--- config.mk ---
export PLATFORM = sky130hd
export DESIGN_NAME = cpx_ld_rtn_tracker
export DESIGN_NICKNAME = d
export VERILOG_FILES = /design/src/rtl/cpx_mon_pkg.sv /design/src/rtl/thr_ld_fsm.sv /design/src/rtl/cpx_ld_rtn_tracker.sv
export SDC_FILE = /design/constraint.sdc
export NUM_CORES = 1
export LEC_CHECK = 0
export ABC_AREA = 1
export BUFFER_PORTS_ARGS = -buffer_cell sky130_fd_sc_hd__buf_2
export CORE_MARGIN = 2
export CORE_UTILIZATION = 45
export DETAILED_ROUTE_END_ITERATION = 8
export GPL_ROUTABILITY_DRIVEN = 0
export HOLD_SLACK_MARGIN = 0.1
export MAX_ROUTING_LAYER = met4
export PLACE_DENSITY = 0.71
export SYNTH_ARGS = -nofsm -noshare
export SYNTH_HDL_FRONTEND = slang
export SYNTH_SLANG_ARGS = --single-unit
export TNS_END_PERCENT = 10
--- constraint.sdc ---
create_clock -name clk -period 2.2 [get_ports clk]
set_input_delay 0 -clock clk [delete_from_list [all_inputs] [get_ports clk]]
set_output_delay 0 -clock clk [all_outputs]
set_load 0.05 [all_outputs]
--- src/rtl/cpx_mon_pkg.sv ---
// Shared encodings for the CPX/PCX load monitor: packet type codes,
// per-thread load state and the sticky error code.
package cpx_mon_pkg;

    localparam logic [4:0] PCX_LOAD     = 5'b00000;
    localparam logic [3:0] CPX_LOAD_RET = 4'b0000;

    typedef enum logic [1:0] {
        ThrIdle   = 2'd0,
        ThrPendC  = 2'd1,
        ThrPendNc = 2'd2
    } thr_state_e;

    typedef enum logic [1:0] {
        ErrNone       = 2'd0,
        ErrDup        = 2'd1,
        ErrOrphan     = 2'd2,
        ErrNcMismatch = 2'd3
    } err_code_e;

endpackage

--- src/rtl/thr_ld_fsm.sv ---
// One thread's outstanding-load record: evaluates a return against the old
// state, then applies a same-cycle request on top of the result.
module thr_ld_fsm
    import cpx_mon_pkg::*;
(
    input  logic clk,
    input  logic rst,
    input  logic req,
    input  logic req_nc,
    input  logic rtn,
    input  logic rtn_nc,
    output logic dup_err,
    output logic orphan_err,
    output logic nc_mismatch_err,
    output logic nc_done
);

    thr_state_e state_q, state_d, post_rtn;

    always_comb begin
        post_rtn        = state_q;
        dup_err         = 1'b0;
        orphan_err      = 1'b0;
        nc_mismatch_err = 1'b0;
        nc_done         = 1'b0;

        if (rtn) begin
            case (state_q)
                ThrIdle:   orphan_err = 1'b1;
                ThrPendNc: begin
                    nc_done         = rtn_nc;
                    nc_mismatch_err = !rtn_nc;
                    post_rtn        = ThrIdle;
                end
                ThrPendC:  begin
                    nc_mismatch_err = rtn_nc;
                    post_rtn        = ThrIdle;
                end
                default:   post_rtn = ThrIdle;
            endcase
        end

        state_d = post_rtn;
        // A request after a legal return sees IDLE, so it is not a duplicate.
        if (req) begin
            dup_err = (post_rtn != ThrIdle);
            state_d = req_nc ? ThrPendNc : ThrPendC;
        end
    end

    always_ff @(posedge clk) begin
        if (rst) state_q <= ThrIdle;
        else     state_q <= state_d;
    end

endmodule

--- src/rtl/cpx_ld_rtn_tracker.sv ---
// Snoops one core's PCX load requests and CPX load returns, flags protocol
// errors and forwards the CPX return fields registered by one cycle.
module cpx_ld_rtn_tracker
    import cpx_mon_pkg::*;
#(
    parameter int unsigned   COREID = 0,
    parameter int unsigned   NTHR   = 2,
    localparam int unsigned  TW     = (NTHR > 1) ? $clog2(NTHR) : 1
) (
    input  logic          clk,
    input  logic          rst,
    input  logic          pcx_vld,
    input  logic [4:0]    pcx_rqtype,
    input  logic          pcx_nc,
    input  logic [TW-1:0] pcx_tid,
    input  logic          cpx_vld,
    input  logic [3:0]    cpx_rtntype,
    input  logic          cpx_nc,
    input  logic          cpx_wv,
    input  logic [TW-1:0] cpx_tid,
    output logic          out_vld,
    output logic [3:0]    out_rtntype,
    output logic          out_nc,
    output logic          out_wv,
    output logic [9:0]    out_coreid,
    output logic          err_pulse,
    output logic [1:0]    err_code,
    output logic [15:0]   nc_ld_cnt
);

    logic            req_ld, rtn_ld;
    logic [NTHR-1:0] dup_v, orphan_v, mism_v, done_v;

    assign req_ld = pcx_vld && (pcx_rqtype == PCX_LOAD);
    assign rtn_ld = cpx_vld && (cpx_rtntype == CPX_LOAD_RET);

    for (genvar i = 0; i < NTHR; i++) begin : g_thr
        thr_ld_fsm u_fsm (
            .clk             (clk),
            .rst             (rst),
            .req             (req_ld && (pcx_tid == TW'(i))),
            .req_nc          (pcx_nc),
            .rtn             (rtn_ld && (cpx_tid == TW'(i))),
            .rtn_nc          (cpx_nc),
            .dup_err         (dup_v[i]),
            .orphan_err      (orphan_v[i]),
            .nc_mismatch_err (mism_v[i]),
            .nc_done         (done_v[i])
        );
    end

    err_code_e err_code_q, err_code_d;
    logic      err_pulse_q;
    logic [15:0] cnt_q, cnt_d;

    always_comb begin
        err_code_d = err_code_q;
        // Return-side errors outrank a coincident duplicate request.
        if (err_code_q == ErrNone) begin
            if (|orphan_v)    err_code_d = ErrOrphan;
            else if (|mism_v) err_code_d = ErrNcMismatch;
            else if (|dup_v)  err_code_d = ErrDup;
        end
        cnt_d = cnt_q;
        if ((|done_v) && (cnt_q != 16'hFFFF)) cnt_d = cnt_q + 16'd1;
    end

    always_ff @(posedge clk) begin
        if (rst) begin
            err_code_q  <= ErrNone;
            err_pulse_q <= 1'b0;
            cnt_q       <= '0;
            out_vld     <= 1'b0;
            out_rtntype <= '0;
            out_nc      <= 1'b0;
            out_wv      <= 1'b0;
        end else begin
            err_code_q  <= err_code_d;
            err_pulse_q <= |{dup_v, orphan_v, mism_v};
            cnt_q       <= cnt_d;
            out_vld     <= cpx_vld;
            out_rtntype <= cpx_rtntype;
            out_nc      <= cpx_nc;
            out_wv      <= cpx_wv;
        end
    end

    assign err_pulse  = err_pulse_q;
    assign err_code   = err_code_q;
    assign nc_ld_cnt  = cnt_q;
    assign out_coreid = 10'(COREID);

endmodule

==> results by group <==
Worst setup path
  • CP max FO: 16
  • FF-to-FF path depth: 9
  • Reg2Reg Setup Slack: 510 ps
  • Setup crit end kind: flip-flop
  • Slowest cell on the critical path: dfxtp_1
  • RR Startpoint: nc_ld_cnt[0]$_SDFFE_PP0P_
  • CP Launch Type: flip-flop
  • Worst path cell trace: ha_1, nand2_2, inv_2, nand3_1, inv_2, nand3_4, nand2_4, nand2_1, a21oi_1
  • Critical path's most frequent cell: inv_2
  • Reg-to-Reg End: nc_ld_cnt[10]$_SDFFE_PP0P_
  • Slowest stage delay, CP: 420 ps
  • Arrival @ worst endpoint: 1900 ps
  • Crit Path Class: reg2reg
  • WP data required: 2410 ps

Synthesis
  • Compound-Gate Fraction of Synth Area: 9.54%
  • Largest family of logic cells by synthesized area: simple AND/OR/NAND/NOR gates
  • Most common cell in the netlist: nand2_1
  • Mux contribution to synthesized area: 0%
  • Top post-synthesis cells by area: dfxtp_1 34%, nand2_1 13%, nand3_1 9.0%, nor2_1 8.8%, inv_1 6.5%
  • Post-Synth XOR/XNOR Area: 3.93%
  • Synth Instances: 268
  • Synth Area in Simple Gates: 38.6%
  • Netlist cell types: 28
  • Adder-cell share of the synthesized area: 0.702%
  • Post-Syn Area: 1780 sq um
  • Most used DFF post-synth: dfxtp_1
  • Top cell type by total area after synthesis: dfxtp_1
  • Share of the synthesized area in the top cell type: 33.7%
  • Ys Warns: 0
  • Most common library cells after synthesis: 62 x nand2_1, 42 x nor2_1, 32 x nand3_1
  • Post-Syn Area per Cell: 6.65 sq um
  • Asr flop ratio synth: 0%
  • Number of synthesized flops with an enable pin: 0
  • Yosys reg bits: 30
  • Seq/Total Area, Yosys: 33.7%

Floorplan
  • Chip Height: 66.9 microns
  • Die width: 66.9 microns
  • Core Region: 3740 sq um
  • Die ar.: 4480 sq um
  • Row Count: 22
  • Initial core utilization: 47.6%
  • Num ports: 54

Finish
  • Net count, final: 342
  • Antenna cells: 0
  • Layout cells sized above 1: 21.9%
  • Layout area overhead: 22.7%
  • Design Area, Final: 2190 sq um
  • Util after Layout: 58.4%
  • Fillers: 385

STA
  • Final TNS setup: 0 ps
  • Clk_skew: 7.30 ps
  • Final hold violations: 0
  • RSZ-0062 raised after global routing: no
  • Final setup fails: 0
  • Final Cycle Share: 76.7%
  • Slew Limit Fails: 0
  • Final min period: 1690 ps
  • Max Freq: 592 MHz

Clock network
  • Clock slew at reported path FFs: 60 ps
  • Clk buf depth: 2
  • Cts repair resizes: 0
  • TritonCTS clock tree: done
  • CTS sink cnt: 30
  • Clk_lat worst skew: 280 ps
  • CTS Buf Count: 5
  • CTS root buf: clkbuf_8
  • CTS H-Tree Depth: 2

Drt
  • Iteration-0 DRC count of the detailed router: 127
  • Wire length per cell: 10.2 microns
  • WL final: 3790 microns
  • Via density: 4.73
  • Pre-antenna DRT Iters: 4
  • DRC Markers: 0
  • Antenna Nets Post-Route: 0
  • Vias post-DR: 1,759

Power
  • PwrDens: 523 nW/um^2
  • Pwr Total: 1140 uW
  • Worst VDD drop: 0.000308 V
  • Leakage: 0.000982 uW

Global route
  • Vias in the first global route: 1,487
  • Initial antenna violation count: 0
  • Grt ovf: 0
  • Pin count of the biggest net entering global routing: 21
  • Global-route wire length before repair: 6470 microns
  • Gr usage total: 19.2%

Worst hold path
  • Hold-critical path depth: 4
  • Hold Crit Class: in2reg
  • Hold Path Sink: g_thr[0].u_fsm.state_q[0]$_SDFF_PP0_
  • Hold Startpoint: pcx_tid

Placed design
  • Placed instance area: 1990 sq um
  • Number of port buffers: 43
  • Placed wire-length estimate: 2820 microns

Run status
  • Run status: finished clean

Job
  • Maximum capacitance violations: 0
## worst max-delay path by stage
stage | start | to | cells past startpoint
5_1_grt | nc_ld_cnt[0]$_SDFFE_PP0P_ | nc_ld_cnt[0]$_SDFFE_PP0P_ | 9
3_3_place_gp | nc_ld_cnt[0]$_SDFFE_PP0P_ | nc_ld_cnt[7]$_SDFFE_PP0P_ | 9
2_1_floorplan | nc_ld_cnt[0]$_SDFFE_PP0P_ | nc_ld_cnt[2]$_SDFFE_PP0P_ | 10
6_report | nc_ld_cnt[0]$_SDFFE_PP0P_ | nc_ld_cnt[10]$_SDFFE_PP0P_ | 9
3_5_place_dp | nc_ld_cnt[0]$_SDFFE_PP0P_ | nc_ld_cnt[8]$_SDFFE_PP0P_ | 9
4_1_cts | nc_ld_cnt[0]$_SDFFE_PP0P_ | nc_ld_cnt[10]$_SDFFE_PP0P_ | 9
## state kept, by name, summed over array words and instances, names as in the netlist
name,cells
out_wv,1
nc_ld_cnt,16
out_rtntype,4
err_pulse,1
g_thr.u_fsm.state_q,4
out_nc,1
out_vld,1
err_code,2
## routing by layer
layer  global-route usage, %  share of wire [%]  vias to the layer above
met2                    29.4                 44                       35
met4                    6.89                1.5                        0
met5                       -                  0                        -
li1                        -                  -                      938
met3                    4.56                4.0                        6
met1                    24.8                 50                      780
## repair_timing
action | 4_1_cts | 5_1_grt
endpoints found under the hold margin | 17 | 0
buffers inserted | 0 | 0
hold buffers | 11 | 0
## worst max-delay path, delay by kind of cell, from the launching register on
| family | cells | cell delay [ps] |
|---|---|---|
| AND/OR/NAND/NOR | 5 | 660 |
| flip-flops | 1 | 420 |
| adder cells (fa/ha/maj) | 1 | 250 |
| buffers and inverters | 2 | 160 |
| AO/OA/AOI/OAI | 1 | 130 |
## cells by family (layout without fill, tap and decap cells)
| logic type | Yosys count | after routing |
|---|---|---|
| AND/OR/NAND/NOR | 154 | 154 |
| buffers and inverters | 49 | 96 |
| flip-flops | 30 | 30 |
| AO/OA/AOI/OAI | 25 | 25 |
| XOR/XNOR | 8 | 8 |
| adder cells (fa/ha/maj) | 1 | 1 |
| other | 1 | 10 |
## per-stage QoR
step                      hold WS [ps]  setup WS [ps]  instances
after floorplan                    107            293        277
after global placement             205            566        353
after detailed placement           212            539        353
after CTS                          111            518        372
after global routing               127            298        372
final                              114            512        372
## layout by cell type (no fill, tap or decap), drive strengths merged
master       Yosys  layout
nand3b           1       1
o21bai           1       1
xnor2            3       3
nor2            45      45
nand4            7       7
o21ai            3       3
nand3           33      33
dfxtp           30      30
xor2             5       5
a211oi           2       2
nor3             2       2
inv             33      33
conb             1      10
and2             1       1
nand2           65      65
clkinv           0       1
a21oi           19      19
clkbuf           3       7
dlygate4sd3      0      11
buf             13      44
ha               1       1
## final cells by class
cell class	instances	area (sq um)	area share (%)
inverters	33	124	5.66
flip-flops and latches	30	601	27.5
repair buffers	55	333	15.2
clock buffers	7	86.3	3.95
multi-input cells	198	978	44.7
well taps	48	60.1	2.75
clock inverters	1	5.00	0.229
## where the power goes
part / switching (uW) / internal [uW]
clock network: 200 / 252
logic: 102 / 37.5
registers: 2.41 / 552
total: 304 / 841
No activity file was read; power rests on OpenSTA's default activity.
